==> config.mk <==
export PLATFORM = sky130hd
export DESIGN_NAME = seg7_scan_decoder_flat
export DESIGN_NICKNAME = d
export VERILOG_FILES = /design/src/rtl/seg7_scan_decoder_if.sv /design/src/rtl/seg7_scan_decoder.sv /design/src/flat_wrapper.sv
export SDC_FILE = /design/constraint.sdc
export NUM_CORES = 1
export LEC_CHECK = 0
export BUFFER_PORTS_ARGS = -buffer_cell sky130_fd_sc_hd__buf_2
export CELL_PAD_IN_SITES_DETAIL_PLACEMENT = 0
export CELL_PAD_IN_SITES_GLOBAL_PLACEMENT = 1
export CORE_MARGIN = 2
export CORE_UTILIZATION = 47
export DETAILED_ROUTE_END_ITERATION = 12
export HOLD_SLACK_MARGIN = 0.15
export PLACE_DENSITY = 0.89
export SETUP_SLACK_MARGIN = 0.5
export SYNTH_ARGS = -nofsm -noshare
export SYNTH_HDL_FRONTEND = slang
export SYNTH_SLANG_ARGS = --single-unit
==> constraint.sdc <==
create_clock -name clk -period 5.4 [get_ports clk]
set_input_delay 0.54 -clock clk [delete_from_list [all_inputs] [get_ports clk]]
set_output_delay 0.54 -clock clk [all_outputs]
set_load 0.03 [all_outputs]
==> src/rtl/seg7_scan_decoder_if.sv <==
// Bus between a 7-segment scan source (digit strobe + segment pattern) and the decoder.
// valid and err are single-cycle pulses with no ready/backpressure; a consumer must sample every cycle.
interface seg7_scan_decoder_if;
  logic [7:0] digit;
  logic [7:0] seg;
  logic [7:0] value;
  logic       valid;
  logic       err;
  logic [1:0] err_code;
  logic [1:0] dbg_state;

  modport master (
    output digit, seg,
    input  value, valid, err, err_code, dbg_state
  );

  modport slave (
    input  digit, seg,
    output value, valid, err, err_code, dbg_state
  );
endinterface

==> src/rtl/seg7_scan_decoder.sv <==
// Rebuilds an 8-bit value from a scanned hundreds/tens/units 7-segment bus and flags bad frames.
// Optional: define SEG7_DP_CHECK_EN to treat a lit decimal point on an accepted digit as a bad pattern.
module seg7_scan_decoder #(
  parameter int SETTLE_CYCLES  = 4,
  parameter int TIMEOUT_CYCLES = 1048576
) (
  input logic clk,
  input logic rst,
  seg7_scan_decoder_if.slave bus
);

  localparam int SW = $clog2(SETTLE_CYCLES + 1);
  localparam int TW = $clog2(TIMEOUT_CYCLES + 1);

  typedef enum logic [1:0] {IDLE = 2'd0, GOT_H = 2'd1, GOT_T = 2'd2} state_t;

  state_t      r_state;
  logic [7:0]  r_digit, r_seg;
  logic [15:0] r_prev_pair;
  logic [15:0] r_settled;
  logic        r_settled_vld;
  logic [SW-1:0] r_stable;
  logic [TW-1:0] r_tmo;
  logic        r_sync;
  logic [3:0]  r_h, r_t;
  logic [7:0]  r_value;
  logic        r_valid, r_err;
  logic [1:0]  r_err_code;

  logic [15:0] w_pair;
  logic        w_same, w_settle, w_blank, w_act;
  logic        w_digit_bad, w_pat_bad, w_dec_ok;
  logic [3:0]  w_dec;
  logic [9:0]  w_sum;

  assign w_pair  = {r_digit, r_seg};
  assign w_same  = (w_pair == r_prev_pair);
  // A pair settles once per stable run, and never twice in a row, so a short glitch
  // followed by the original pair does not produce a second acceptance.
  assign w_settle = w_same && (r_stable == SW'(SETTLE_CYCLES - 1)) &&
                    !(r_settled_vld && (r_settled == w_pair));
  assign w_blank  = (r_digit == 8'h00);
  assign w_digit_bad = !((r_digit == 8'h01) || (r_digit == 8'h02) || (r_digit == 8'h04));
  // After reset, wait for a hundreds digit so a frame cut by reset never reports.
  assign w_act    = w_settle && !w_blank && (r_sync || (r_digit == 8'h04));

  always_comb begin
    w_dec_ok = 1'b1;
    w_dec    = 4'd0;
    case (r_seg[6:0])
      7'h3F: w_dec = 4'd0;
      7'h06: w_dec = 4'd1;
      7'h5B: w_dec = 4'd2;
      7'h4F: w_dec = 4'd3;
      7'h66: w_dec = 4'd4;
      7'h6D: w_dec = 4'd5;
      7'h7D: w_dec = 4'd6;
      7'h27: w_dec = 4'd7;
      7'h7F: w_dec = 4'd8;
      7'h6F: w_dec = 4'd9;
      default: w_dec_ok = 1'b0;
    endcase
  end

`ifdef SEG7_DP_CHECK_EN
  assign w_pat_bad = !w_dec_ok || r_seg[7];
`else
  assign w_pat_bad = !w_dec_ok;
`endif

  assign w_sum = ({6'd0, r_h} * 10'd100) + ({6'd0, r_t} * 10'd10) + {6'd0, w_dec};

  always_ff @(posedge clk) begin
    if (!rst) begin
      r_state       <= IDLE;
      r_digit       <= 8'h00;
      r_seg         <= 8'h00;
      r_prev_pair   <= 16'h0000;
      r_settled     <= 16'h0000;
      r_settled_vld <= 1'b0;
      r_stable      <= '0;
      r_tmo         <= '0;
      r_sync        <= 1'b0;
      r_h           <= 4'd0;
      r_t           <= 4'd0;
      r_value       <= 8'h00;
      r_valid       <= 1'b0;
      r_err         <= 1'b0;
      r_err_code    <= 2'd0;
    end else begin
      r_digit     <= bus.digit;
      r_seg       <= bus.seg;
      r_prev_pair <= w_pair;
      r_valid     <= 1'b0;
      r_err       <= 1'b0;

      if (!w_same)
        r_stable <= '0;
      else if (r_stable != SW'(SETTLE_CYCLES))
        r_stable <= r_stable + 1'b1;

      if (w_settle) begin
        r_settled     <= w_pair;
        r_settled_vld <= 1'b1;
      end

      if (w_act) begin
        r_sync <= 1'b1;
        r_tmo  <= '0;
        if (w_digit_bad) begin
          r_err <= 1'b1; r_err_code <= 2'd1; r_state <= IDLE;
        end else if (w_pat_bad) begin
          r_err <= 1'b1; r_err_code <= 2'd0; r_state <= IDLE;
        end else if (r_digit == 8'h04) begin
          r_h <= w_dec; r_state <= GOT_H;
        end else if (r_digit == 8'h02) begin
          if (r_state == GOT_H) begin
            r_t <= w_dec; r_state <= GOT_T;
          end else begin
            r_err <= 1'b1; r_err_code <= 2'd1; r_state <= IDLE;
          end
        end else begin
          r_state <= IDLE;
          if (r_state != GOT_T) begin
            r_err <= 1'b1; r_err_code <= 2'd1;
          end else if (w_sum <= 10'd255) begin
            r_value <= w_sum[7:0]; r_valid <= 1'b1;
          end else begin
            r_err <= 1'b1; r_err_code <= 2'd2;
          end
        end
      end else if (r_state != IDLE) begin
        if (r_tmo == TW'(TIMEOUT_CYCLES)) begin
          r_err <= 1'b1; r_err_code <= 2'd3; r_state <= IDLE; r_tmo <= '0;
        end else begin
          r_tmo <= r_tmo + 1'b1;
        end
      end else begin
        r_tmo <= '0;
      end
    end
  end

  assign bus.value     = r_value;
  assign bus.valid     = r_valid;
  assign bus.err       = r_err;
  assign bus.err_code  = r_err_code;
  assign bus.dbg_state = r_state;

endmodule

==> src/flat_wrapper.sv <==
// flat-port wrapper written by rule: the top's interface ports become plain ports
module seg7_scan_decoder_flat 
#(
  parameter int SETTLE_CYCLES  = 4,
  parameter int TIMEOUT_CYCLES = 1048576
)
  (clk, rst, bus_digit, bus_seg, bus_value, bus_valid, bus_err, bus_err_code, bus_dbg_state);
  seg7_scan_decoder_if bus_i ();
  input logic clk;
  input logic rst;
  input wire logic [$bits(bus_i.digit)-1:0] bus_digit;
  input wire logic [$bits(bus_i.seg)-1:0] bus_seg;
  output wire logic [$bits(bus_i.value)-1:0] bus_value;
  output wire logic [$bits(bus_i.valid)-1:0] bus_valid;
  output wire logic [$bits(bus_i.err)-1:0] bus_err;
  output wire logic [$bits(bus_i.err_code)-1:0] bus_err_code;
  output wire logic [$bits(bus_i.dbg_state)-1:0] bus_dbg_state;
  assign bus_i.digit = bus_digit;
  assign bus_i.seg = bus_seg;
  assign bus_value = bus_i.value;
  assign bus_valid = bus_i.valid;
  assign bus_err = bus_i.err;
  assign bus_err_code = bus_i.err_code;
  assign bus_dbg_state = bus_i.dbg_state;
  seg7_scan_decoder #(.SETTLE_CYCLES(SETTLE_CYCLES), .TIMEOUT_CYCLES(TIMEOUT_CYCLES)) u_core (.clk(clk), .rst(rst), .bus(bus_i));
endmodule
# Word level (Yosys, flattened, before mapping)
# Index checks and enable logic that the tools add are counted.
# op_classes
addsub,4
n_eq_ne,23
order_cmp,1
reduce_logical,23
multipliers,2
mux,31
n_bitwise,8
# ops
operator,n
"== test 7 bit, second input constant",7
two-way mux 2 bit,18
case mux 4 bit (9 select lines),1
== test 16 bit,2
"adder 21 x 1 -> 21 bit, second input constant",1
"== test 21 bit, second input constant",1
"== test 7 x 6 -> 1 bit, second input constant",2
two-way mux 1 bit,12
adder 10 x 4 -> 10 bit,1
adder 10 x 8 -> 10 bit,1
"<= comparator 10 x 8 -> 1 bit, second input constant",1
OR reduction 10 bit,1
"== test 8 x 1 -> 1 bit, second input constant",1
"== test 8 x 2 -> 1 bit, second input constant",1
"== test 8 x 3 -> 1 bit, second input constant",1
logical NOT 8 bit,1
"multiplier 4 x 5 -> 8 bit, second input constant",1
NOT 1 bit,8
"== test 7 x 3 -> 1 bit, second input constant",1
"multiplier 4 x 3 -> 7 bit, second input constant",1
AND reduction 7 bit,1
OR reduction 7 bit,1
"inequality test 6 bit, second input constant",1
AND reduction 6 bit,1
other kinds (15),25
# word_totals
input_bits,18
out_inout_bits,14
register_bits,96
word_cells,107

# Logic depth before layout (Yosys ltp)
# logic_depth
word_depth,11
mapped_depth,17
depth_no_buf,15

# Worst setup path after synthesis
# Ideal clock, no wire load.
# synth_timing
kind,flip-flop to flip-flop
startpoint,register u_core.r_seg[0]
endpoint,"register u_core.r_value[6], in the netlist u_core.bus.value[6]"
setup_ns,0.072
arrival_time_ns,3.716
path_buffers,2
required_ns,5.328
stages_incl_launch_ff,18
setup_slack_ns,1.613
synth_period_minus_slack_ns,3.787
cell_sequence,dfxtp_1 -> buf_4 -> nand2b_1 -> or4b_1 -> a21o_1 -> fa_1 -> inv_1 -> ha_1 -> inv_1 -> fa_1 -> nor2b_1 -> o31ai_1 -> a21oi_1 -> or3_1 -> o21ai_0 -> and4_1 -> buf_4 -> mux2i_1
# synth_via
elab_chain_cells,7
elab_cells_between_ends,24
classes_between,add/sub (1); order compare (1); eq/ne (12); mux (2); reduce/logical (8)
# synth_lines
element,line_no,source
"start, declared",seg7_scan_decoder.sv:18,"logic [7:0] r_digit, r_seg;"
"start signal, assigned",seg7_scan_decoder.sv:92,r_seg <= bus.seg;
"parallel branches: the longest is 7 deep, another holds adder 10 x 4 -> 10 bit",-,
"end signal, assigned",seg7_scan_decoder.sv:86,r_value <= 8'h00;
"end signal, assigned",seg7_scan_decoder.sv:127,r_value <= w_sum[7:0]; r_valid <= 1'b1;
"end, declared",seg7_scan_decoder.sv:26,logic [7:0] r_value;
# Parallel ways; which one is timed is not known.
# A chain may end at the register's enable or synchronous reset.

# Final worst setup path
# layout_timing
startpoint,register u_core.r_seg[1]
endpoint,"register u_core.r_value[0], in the netlist u_core.bus.value[0]"
# The elaborated chain is that of the path after synthesis.

==> key figures <==
Drt
  • Final wirelength: 10,400 µm
  • Detailed-route via count: 3,688
  • Routed length per placed instance: 14.6 µm
  • # DRC: 0
  • Iter 0 DRT Violations: 198
  • Via density: 5.17
  • Initial DRT Pass Iterations: 4
  • Antenna viol nets, final: 0

Critical path
  • Critical Path AT: 4.70 ns
  • Critical-path top delay cell: dfxtp_1
  • Crit path capture type: flip-flop
  • Max incr delay on CP: 0.58 ns
  • FF-to-FF End: u_core.bus.value[0]
  • Crit-path cells: nand2b_1 -> or4b_1 -> a21o_1 -> fa_1 -> inv_1 -> ha_1 -> inv_1 -> fa_1 -> nor2b_1 -> o31ai_1 -> a21oi_1 -> nand2_1 -> o21ai_0 -> and4_1 -> mux2i_1
  • Cells on worst reg2reg path: 15
  • Critical path type: flip-flop to flip-flop
  • Worst Setup Start Kind: flip-flop
  • Worst endpoint required time: 5.71 ns
  • Crit Path Max Fanout: 12
  • Worst R2R Start: u_core.r_seg[1]
  • R2R Setup Slk: 1.01 ns

Clocking
  • Clock transition at the registers of the reported paths: 0.10 ns
  • TritonCTS buffer count: 9
  • Cell chosen for the clock root: clkbuf_8
  • Clk buf depth: 2
  • CTS H-tree lvls: 3
  • Setup bufs post-CTS: 0
  • Hold_buf cts: 0
  • Clock sinks: 96
  • CTS tree: built
  • Clk Latency, worst-skew pair: 0.38 ns
  • # resized after CTS: 0

Layout
  • Area delta synth->final: 7.88%
  • Nets: 619
  • Fillers: 1,006
  • Leading cell type in the layout, fill and taps excluded: dfxtp_1
  • Most frequent cells in the layout: 96 x dfxtp_1, 72 x nor2_1, 42 x xor2_1
  • Non-filler cells in the finished layout: 713
  • Layout cells sized above 1: 11.0%
  • Diode count: 0

Synth
  • Cell type with the largest total area after synthesis: dfxtp_1
  • Yosys cell types: 58
  • Mapped cell area: 0.00510 mm²
  • Syn Inst Count: 550
  • Post-synth top area share: 37.7%
  • Synthesis-stage register bit count: 96
  • Mapped Nets: 601
  • Post-synth EDFFs: 0
  • Yosys Warn Count: 0
  • Synth area leaders: dfxtp_1 38%, xor2_1 7.2%, ha_1 6.9%, mux2i_1 6.5%, nor2_1 5.3%
  • Main synth FF type: dfxtp_1
  • Avg Cell Area, Syn: 9.27 µm²
  • Ys async rst share: 0%
  • Seq/Total Area, Yosys: 37.7%

Min path
  • Min-delay src: bus_seg[7]
  • Hold Path Depth: 2
  • Worst hold path class: primary input to flip-flop
  • Hold-critical path endpoint: u_core.r_seg[7]

Power and ir drop
  • Pwr Total: 1.27 mW
  • Seq pwr share: 58.1%
  • Switching Share: 25.6%
  • Clock power frac: 36.6%
  • P_leak: 2.27 nW
  • Pwr Density: 231 mW/mm²
  • Peak supply drop: 0.110 mV
  • Sw Pwr: 0.326 mW
  • Combinational share of power: 5.3%
  • Internal power: 0.945 mW

STA
  • RSZ-0062 raised after global routing: false
  • Slew of the pin with the lowest slew margin: 1.04 ns
  • Final TNS setup: 0 ns
  • Max-slew violation count: 0
  • Period utilization: 81.2%
  • Final Skew: 0.0173 ns
  • Final Setup Violations: 0
  • Max Clk Rate: 228 MHz
  • Tmin final: 4.39 ns
  • Slew headroom: 30.3%
  • Final Hold Fails: 0

Floorplanning
  • Die width: 108 µm
  • Row cnt: 38
  • Die Ht: 108 µm
  • Core area: 0.0107 mm²
  • Starting Density: 47.6%
  • Num ports: 32
  • Die area: 0.0117 mm²

Global routing
  • Gr usage total: 18.8%
  • GRT Residual Overflow: 0
  • First-pass GRT wire length: 17,200 µm
  • Initial antenna violation count: 0
  • Pin count of the biggest net entering global routing: 54
  • Vias in the first global route: 3,597

Placed design
  • Final HPWL DP: 7470 µm
  • # port buffers: 31
  • GPL Wtd Cong: 0.847
  • Inst Count DP: 697

Flow run
  • Max cap viols: 0

Outcome
  • Outcome: complete, no violations
==> worst max-delay path: cells and delay by family, from the launching register on <==
family | cells | cell delay, ns
AND/OR/NAND/NOR | 5 | 1.42
adder cells (fa/ha/maj) | 3 | 1.07
AO/OA/AOI/OAI | 4 | 0.88
flip-flops | 1 | 0.58
multiplexers | 1 | 0.25
buffers and inverters | 2 | 0.13
==> stage by stage <==
stage	setup WS [ns]	hold WS, ns	util (%)	area, µm²
2_1_floorplan	1.61	0.430	-	5100
3_3_place_gp	1.20	0.438	49.6	5310
6_report	1.01	0.370	51.4	5500
3_5_place_dp	1.02	0.442	49.6	5310
4_1_cts	1.00	0.362	51.4	5500
5_1_grt	0.671	0.369	51.4	5500
==> state kept, by name, summed over array words and instances, names as in the netlist <==
register,cells
u_core.r_sync,1
u_core.r_settled,16
u_core.r_h,4
u_core.bus.valid,1
u_core.r_t,4
u_core.r_tmo,21
u_core.bus.err,1
u_core.bus.err_code,2
u_core.r_stable,3
u_core.r_seg,8
u_core.r_settled_vld,1
u_core.bus.value,8
u_core.r_digit,8
u_core.r_prev_pair,16
u_core.bus.dbg_state,2
==> Yosys cell counts, types with 2 or more instances <==
library cell	n
a211oi_1	3
a21o_1	3
a21oi_1	12
and2_1	35
and3_1	5
and4_1	5
buf_1	2
buf_2	8
buf_4	3
buf_6	2
clkbuf_1	11
dfxtp_1	96
fa_1	5
ha_1	28
inv_1	29
mux2i_1	33
nand2_1	32
nand2b_1	4
nand3_1	16
nand4_1	10
nor2_1	72
nor2b_1	6
nor3_1	4
nor3b_1	2
nor3b_4	2
nor4_1	7
nor4_2	3
nor4b_1	3
o211ai_1	2
o21a_1	5
o21ai_0	9
o21ai_1	3
or3_1	3
or4b_1	4
xnor2_1	19
xor2_1	42
==> routing by layer <==
metal / vias to the layer above / part of all wire, % / global-route usage (%)
met2: 61 / 48 / 31.0
li1: 1887 / - / -
met3: 13 / 2.7 / 2.71
met1: 1727 / 48 / 24.5
met4: 0 / 1.9 / 8.15
met5: - / 0 / 0
==> area by class of cell <==
type	count	area [µm²]	share of cell area [%]
well taps	140	175	3.19
inverters	29	109	1.98
clock inverters	5	38.8	0.706
multi-input cells	399	2930	53.3
repair buffers	33	170	3.10
clock buffers	11	151	2.75
flip-flops and latches	96	1920	35.0
==> cell families (layout without fill, tap and decap cells) <==
group	count (synthesis)	after routing	share of synthesized area, %
multiplexers	34	34	6.70
adder cells (fa/ha/maj)	33	33	8.84
buffers and inverters	55	78	4.76
AO/OA/AOI/OAI	50	50	7.37
AND/OR/NAND/NOR	220	220	23.7
flip-flops	96	96	37.7
XOR/XNOR	62	62	11.0
==> worst max path at each step <==
stage | startpoint | endpoint | slack, ns | cells after the start
after floorplan | u_core.r_seg[0] | u_core.bus.value[6] | 1.61 | 17
after global placement | u_core.r_seg[1] | u_core.bus.value[0] | 1.20 | 15
after detailed placement | u_core.r_seg[1] | u_core.bus.value[4] | 1.02 | 15
after CTS | u_core.r_seg[1] | u_core.bus.value[4] | 1.00 | 15
after global routing | u_core.r_seg[1] | u_core.bus.value[2] | 0.67 | 15
final | u_core.r_seg[1] | u_core.bus.value[0] | 1.01 | 15
==> power by group through the flow <==
stage | sequential, mW | combinational [mW] | clock [mW]
after floorplan | 0.742 | 0.0617 | 0
after global placement | 0.754 | 0.0656 | 0
after detailed placement | 0.755 | 0.0664 | 0
after CTS | 0.739 | 0.0670 | 0.472
after global routing | 0.741 | 0.0739 | 0.496
final | 0.739 | 0.0667 | 0.465
(Power assumes the default switching activity.)
